## config.mk

```make
export PLATFORM = sky130hd
export DESIGN_NAME = fifo_pop_ctrl
export DESIGN_NICKNAME = d
export VERILOG_FILES = /design/src/rtl/fifo_pop_ctrl.sv
export SDC_FILE = /design/constraint.sdc
export NUM_CORES = 1
export LEC_CHECK = 0
export BUFFER_PORTS_ARGS = -buffer_cell sky130_fd_sc_hd__buf_2
export CAP_MARGIN = 10
export CORE_MARGIN = 8
export CORE_UTILIZATION = 61
export DETAILED_ROUTE_END_ITERATION = 7
export PLACE_DENSITY_LB_ADDON = 0.08
export SETUP_SLACK_MARGIN = 0.1
export SLEW_MARGIN = 20
export SYNTH_ARGS = -nofsm -noshare
export SYNTH_HDL_FRONTEND = slang
export SYNTH_SLANG_ARGS = --single-unit
export TNS_END_PERCENT = 100
```

## constraint.sdc

```tcl
create_clock -name clock -period 5.3 [get_ports clock]
set_input_delay 0 -clock clock [delete_from_list [all_inputs] [get_ports clock]]
set_output_delay 0 -clock clock [all_outputs]
set_load 0.05 [all_outputs]
```

## src/rtl/fifo_pop_ctrl.sv

```systemverilog
// Read-side master for the synchronous FIFO: issues gated pops for a job of
// rd_size words and forwards captured data through a 2-entry skid buffer.
module fifo_pop_ctrl #(
  parameter int unsigned WIDTH      = 8,
  parameter int unsigned SKID_DEPTH = 2
) (
  input  logic             clock,
  input  logic             reset,
  input  logic             start,
  input  logic [31:0]      rd_size,
  output logic             pop,
  input  logic             ept,
  input  logic [WIDTH-1:0] r_data,
  input  logic             valid,
  output logic [WIDTH-1:0] m_data,
  output logic             m_valid,
  input  logic             m_ready,
  output logic             busy,
  output logic             done,
  output logic             err,
  output logic [31:0]      words_out
);

  typedef enum logic [1:0] {IDLE, POP, DRAIN, DONE} state_t;

  state_t           state_q, state_d;
  logic [31:0]      remaining_q, remaining_d;
  logic             inflight_q;
  logic [WIDTH-1:0] buf_q [SKID_DEPTH];
  logic             wr_ptr_q, rd_ptr_q;
  logic [1:0]       cnt_q, cnt_d;
  logic             err_q, err_d;
  logic [31:0]      words_q, words_d;

  logic             hs, cap, accept;
  logic [2:0]       occ;

  assign hs     = m_valid && m_ready;
  assign cap    = valid && inflight_q;
  assign accept = (state_q == IDLE) && start;
  // Occupancy after this cycle's handshake; pop only if a slot is guaranteed.
  assign occ    = {1'b0, cnt_q} + {2'b00, inflight_q} - {2'b00, hs};
  assign cnt_d  = cnt_q + {1'b0, cap} - {1'b0, hs};

  always_ff @(posedge clock or posedge reset) begin
    if (reset) begin
      state_q <= IDLE;
    end else begin
      state_q <= state_d;
    end
  end

  always_comb begin
    state_d = state_q;
    case (state_q)
      IDLE:    if (start) state_d = (rd_size == '0) ? DONE : POP;
      POP:     if (pop && (remaining_q == 32'd1)) state_d = DRAIN;
      // Leave as soon as the last word is handed off this cycle.
      DRAIN:   if (!pop && (cnt_d == '0)) state_d = DONE;
      DONE:    state_d = IDLE;
      default: state_d = IDLE;
    endcase
  end

  always_comb begin
    pop     = (state_q == POP) && (remaining_q != '0) && !ept && (occ <= 3'd1);
    busy    = (state_q != IDLE);
    done    = (state_q == DONE);
    m_valid = (cnt_q != '0);
    m_data  = m_valid ? buf_q[rd_ptr_q] : '0;
  end

  always_comb begin
    remaining_d = remaining_q;
    if (accept) begin
      remaining_d = rd_size;
    end else if (pop) begin
      remaining_d = remaining_q - 32'd1;
    end
  end

  always_comb begin
    words_d = words_q;
    if (accept) begin
      words_d = '0;
    end else if (hs && (words_q != '1)) begin
      words_d = words_q + 32'd1;
    end
  end

  always_comb begin
    err_d = accept ? 1'b0 : err_q;
    if (valid && !inflight_q) begin
      err_d = 1'b1;
    end
  end

  always_ff @(posedge clock or posedge reset) begin
    if (reset) begin
      remaining_q <= '0;
      inflight_q  <= 1'b0;
      wr_ptr_q    <= 1'b0;
      rd_ptr_q    <= 1'b0;
      cnt_q       <= '0;
      err_q       <= 1'b0;
      words_q     <= '0;
      for (int unsigned i = 0; i < SKID_DEPTH; i++) begin
        buf_q[i] <= '0;
      end
    end else begin
      remaining_q <= remaining_d;
      inflight_q  <= pop;
      cnt_q       <= cnt_d;
      err_q       <= err_d;
      words_q     <= words_d;
      if (cap) begin
        buf_q[wr_ptr_q] <= r_data;
        wr_ptr_q        <= ~wr_ptr_q;
      end
      if (hs) begin
        rd_ptr_q <= ~rd_ptr_q;
      end
    end
  end

  assign err       = err_q;
  assign words_out = words_q;

endmodule

```

### Word level (Yosys, flattened, before mapping)

Cells that the tools add are included.

| operators by class | value |
|---|---|
| add/subtract/negate cells | 6 |
| order comparisons | 4 |
| equal/unequal tests | 8 |
| multiplexer cells | 18 |
| bitwise gates (word level) | 4 |
| reductions and logical operators | 24 |

Operators by type and width:

| operator | number |
|---|---|
| 32-bit two-way mux | 4 |
| 8-bit two-way mux | 5 |
| 32-bit by 1-bit adder with 32-bit output (second input constant) | 1 |
| 32-bit by 1-bit equality test with 1-bit output (second input constant) | 1 |
| 32-bit zero test | 1 |
| 32-bit != test (second input constant) | 1 |
| 32-bit nonzero test | 1 |
| 32-bit by 1-bit subtractor with 32-bit output (second input constant) | 1 |
| 16-bit bitwise mux | 1 |
| 1-bit logical AND | 11 |
| 2-bit nonzero test | 5 |
| 8-bit demux with 1-bit select | 1 |
| 2-bit two-way mux | 4 |
| 2-bit one-hot mux with 4 select lines | 1 |
| 2-bit != test (second input constant) | 3 |
| 2-bit equality test (second input constant) | 2 |
| 2-bit greater-or-equal comparator (second input constant) | 2 |
| 2-bit zero test | 2 |
| 1-bit inverter with 2-bit output | 2 |
| 2-bit by 1-bit adder with 3-bit output | 1 |
| 3-bit by 1-bit <= comparator with 1-bit output (second input constant) | 1 |
| 1-bit zero test | 3 |
| 3-bit AND reduction | 1 |
| 3-bit by 1-bit subtractor with 3-bit output | 1 |
| other kinds (6) | 8 |

| word-level totals | value |
|---|---|
| register bits | 88 |
| output and inout port bits | 45 |
| word-level logic and storage cells | 74 |

### Logic depth before layout (Yosys ltp)

| logic depth | value |
|---|---|
| word-level depth | 9 |
| mapped depth | 13 |
| gate-level depth less buffers | 12 |

### Least setup slack after synthesis

No wires, ideal clock.

| timing path | value |
|---|---|
| path kind | flip-flop to flip-flop |
| start | register cnt_q[1] |
| end | register remaining_q[1] |
| setup time | 0.121 ns |
| arrival | 3.311 ns |
| data required time | 5.179 ns |
| slack | 1.868 ns |
| stages on the path, launching flop included | 12 |
| period minus slack after synthesis | 3.432 ns |
| cells stage by stage | dfrtp_1 > clkbuf_1 > nor3b_1 > a21o_1 > ha_1 > inv_1 > fa_1 > xnor2_1 > nand4b_1 > a21oi_1 > a21oi_1 > a22o_1 |

| between the ends | value |
|---|---|
| cells in the longest elaborated chain, start to end | 6 |
| elaborated cells on any way between the ends | 7 |
| classes of those cells | add/sub (2); order compare (1); reduce/logical (4) |

Ends and longest elaborated chain:

| item | line | source |
|---|---|---|
| start, declared | 31 | `logic [1:0] cnt_q, cnt_d;` |
| start signal, assigned | 113 | `cnt_q <= cnt_d;` |
| branches (longest 2 deep; another with 2-bit by 1-bit adder with 3-bit output) | -- |  |
| 3-bit by 1-bit subtractor with 3-bit output (*) | 42 | `assign occ = {1'b0, cnt_q} + {2'b00, inflight_q} - {2'b00, hs};` |
| 3-bit by 1-bit <= comparator with 1-bit output (*) | 66 | `pop = (state_q == POP) && (remaining_q != '0) && !ept && (occ <= 3'd1);` |
| 1-bit logical AND (*) | 66 |  |
| net pop | 11 | `output logic pop,` |
| 2-bit nonzero test (no line) (*) | -- |  |
| end signal, assigned | 111 | `remaining_q <= remaining_d;` |
| end, declared | 27 | `logic [31:0] remaining_q, remaining_d;` |

Mark *: on every way through the listed nets, which the timed path passes.
A chain may end at the register's enable or synchronous reset.

### Worst setup path in the final report

| timing path | value |
|---|---|
| start | register cnt_q[1] |
| end | register remaining_q[15] |

| between the ends | value |
|---|---|
| cells in the longest elaborated chain, start to end | 6 |
| elaborated cells on any way between the ends | 7 |
| classes of those cells | add/sub (2); order compare (1); reduce/logical (4) |

Ends and longest elaborated chain:

| item | line |
|---|---|
| branches (longest 2 deep; another with 2-bit by 1-bit adder with 3-bit output) | -- |
| 3-bit by 1-bit subtractor with 3-bit output (*) | 42 |
| 3-bit by 1-bit <= comparator with 1-bit output (*) | 66 |
| 1-bit logical AND (*) | 66 |
| 2-bit nonzero test (no line) (*) | -- |

Every way passes the cells marked *.

==> impl_results.md <==
* Status: completed
* First-pass GRT wire length at 21600 um
* Setup_tns at 0 ps
* Crit. End Element: flop
* Final Critical Period at 3490 ps
* Period Utilization, post-route at 65.8%
* CP top delay family: simple AND/OR/NAND/NOR gates
* Top FF cell, synth: dfrtp_1
* Most numerous cell in the Yosys netlist: dfrtp_1
* DR WL met3 at 650 um
* CP peak stage delay at 630 ps
* Mean routed wirelength per cell at 16.9 um
* GRT Total Usage at 23.3%
* Via count at 4532
* RSZ-0062 raised after global routing: false
* Routability cong. at 0.872
* Max clock buf depth at 2
* Cell Area, Synth at 4970 um^2
* Number of flops mapped to enable cells by yosys at 0
* MaxCap Viol Count at 0
* Drt pass-1 iters at 5
* Worst slack at placement at 1920 ps
* Crit. Startpoint: cnt_q[1]
* Fraction of registers with async set or reset after synthesis at 100%
* Vias in the first global route at 4573
* Crit Path Max Fanout at 8
* Root buffer cell: clkbuf_8
* Post-Syn Instances at 533
* Post-synthesis sequential area ratio at 44.3%
* CTS sink count at 88
* CTS buffer count at 9
* DRT Wirelength at 12900 um
* Initial antenna violation count at 1
* FMAX at 287 MHz
* Rows at 33
* Share of layout cells above drive strength 1 at 20.3%
* Startpoint types: flop
* Die X at 106 um
* Starting density of the core at 61.7%
* H-tree depth at 3
* Most frequent CP cell: xnor2_1
* Vias per cell at 5.92
* Max Slew Vio Count at 0
* Worst slew pin tran at 956 ps
* Count of different cell masters after synthesis at 50
* Total power at 2.80 mW
* Synth-to-Final Area Change at 24.1%
* Net count reported at finish at 712
* Leak at 2.74 nW
* Average size of a mapped cell at 9.33 um^2
* Slowest-stage cell, CP: or4_1
* Met1 WL at 5610 um
* Area leader, netlist: dfrtp_1
* CTS tree: done
* Top-area cell type share of the netlist area at 44.3%
* Maximum vdd ir drop at 227 uV
* Post-route ant nets at 0
* Highest routed layer: met4
* DP HPWL at 8700 um
* Initial drt markers at 251
* Largest net degree at the start of global routing at 89
* Final Cell Area at 6170 um^2
* Routed length on met2 at 6390 um
* Synth top cells by count: dfrtp_1, nor2_1, nand2_1
* Final Hold Vio Count at 0
* Tightest Hold Check Type: primary input to flop
* Final setup viols at 0
* Filler cells at 592
* Main area contributors after synthesis: dfrtp_1, xor2_1, nor2_1
* Clock latency on the worst-skew pair at 360 ps
* Area of the core at 8050 um^2
* HP Start: m_ready
* Pwr per Cell Area at 454 nW/um^2
* CP Cell Sequence: nor3b_1 > a21o_1 > ha_1 > inv_1 > fa_1 > xnor2_1 > nand4b_1 > or4_1 > nor4bb_1 > xnor2_1 > o21ai_0
* Crit path buf inv count at 1
* Yosys warns at 0
* Die area at 11300 um^2
* Worst Path Arrival at 3700 ps
* Final Worst Setup Slack at 1810 ps
* Total gr overflow at 0
* R2R Path Start: cnt_q[1]
* Number of remaining DRC errors at 0
* Io pins at 91
* Worst Clk Skew at 10.6 ps
* Setup CP Type: flop to flop
* Die Y at 106 um
* Worst endpoint required time at 5510 ps
* Mapped Nets at 591
* I/O Buffers at 90
* Reg clk slew, reported paths at 90 ps
* Placed inst area at 5480 um^2
* Normalized max-slew margin at 35.7%
* #FFs+latches synth at 88
[logic make-up after synthesis]
kind of cell    after synthesis  share of synthesized area, %
mux                          27                          5.86
simple gates                233                          24.5
compound gates               81                          9.79
buf+inv                      38                          2.87
flops                        88                          44.3
fa+ha+maj                    12                          3.17
xor+xnor                     54                          9.51
[cell usage in the layout (no fill, tap or decap), drive strengths merged, types with 4 or more instances in the layout]
master / count
clkbuf: 9
or4: 11
mux2: 17
ha: 11
nand3: 20
o21ai: 36
nor2: 56
xnor2: 22
nand2: 44
dfrtp: 88
a31oi: 4
and2: 4
buf: 93
nor4: 15
mux2i: 10
dlygate4sd3: 42
nor3: 19
xor2: 32
nand4: 23
and3: 11
or3: 10
o31ai: 4
a21oi: 19
nand4b: 5
inv: 14
[per-stage QoR]
step	utilization [%]	std cells	hold WS (ps)
2_1_floorplan	-	533	117
6_report	76.6	765	207
3_5_place_dp	68.1	706	224
3_3_place_gp	68.1	706	214
5_1_grt	76.6	765	223
4_1_cts	76.3	763	27.0
[what timing repair did]
action,CTS,global route
hold buffers,41,1
setup buffers,0,0
endpoints found under the hold margin,49,88
gates resized for setup,0,0
[registers in the layout, summed over array words and instances, names as in the netlist, 2 cells and up]
name and cells:
remaining_q 32, words_out 32, state_q 2, buf_q 16
cnt_q 2
[metal layers]
layer,global-route usage (%),up-vias
met1,30.1,2213
met2,37.9,146
met4,9.45,0
met5,0,-
met3,3.99,25
li1,-,2148
[worst paths after layout]
kind | slack [ps] | to | cells past startpoint
max in group asynchronous | 4380 | remaining_q[8] | 4
max | 1810 | remaining_q[15] | 11
max reg2reg | 1810 | remaining_q[15] | 11
min reg2reg | 510 | buf_q[13] | 1
min in group asynchronous | 380 | buf_q[15] | 4
min | 210 | rd_ptr_q | 3
[where the power goes]
part,total [mW],switching [mW],internal (mW)
clock,0.582,0.262,0.320
combinational,1.12,0.707,0.412
sequential,1.10,0.217,0.883
[layout make-up]
class                   count  area, um^2  area share, %
diodes                      1        2.50         0.0406
clock buffers               9         124           2.01
clock inverters             7         128           2.07
repair buffers            135         897           14.5
multi-input cells         407        2630           42.7
inverters                  13        50.0          0.812
flip-flops and latches     88        2200           35.7
well taps                 105         131           2.13
[tightest hold or removal path: stages]
cell and delay (ps):
buf_2 110, o21ai_1 230, xnor2_1 190
(Power assumes the default switching activity.)
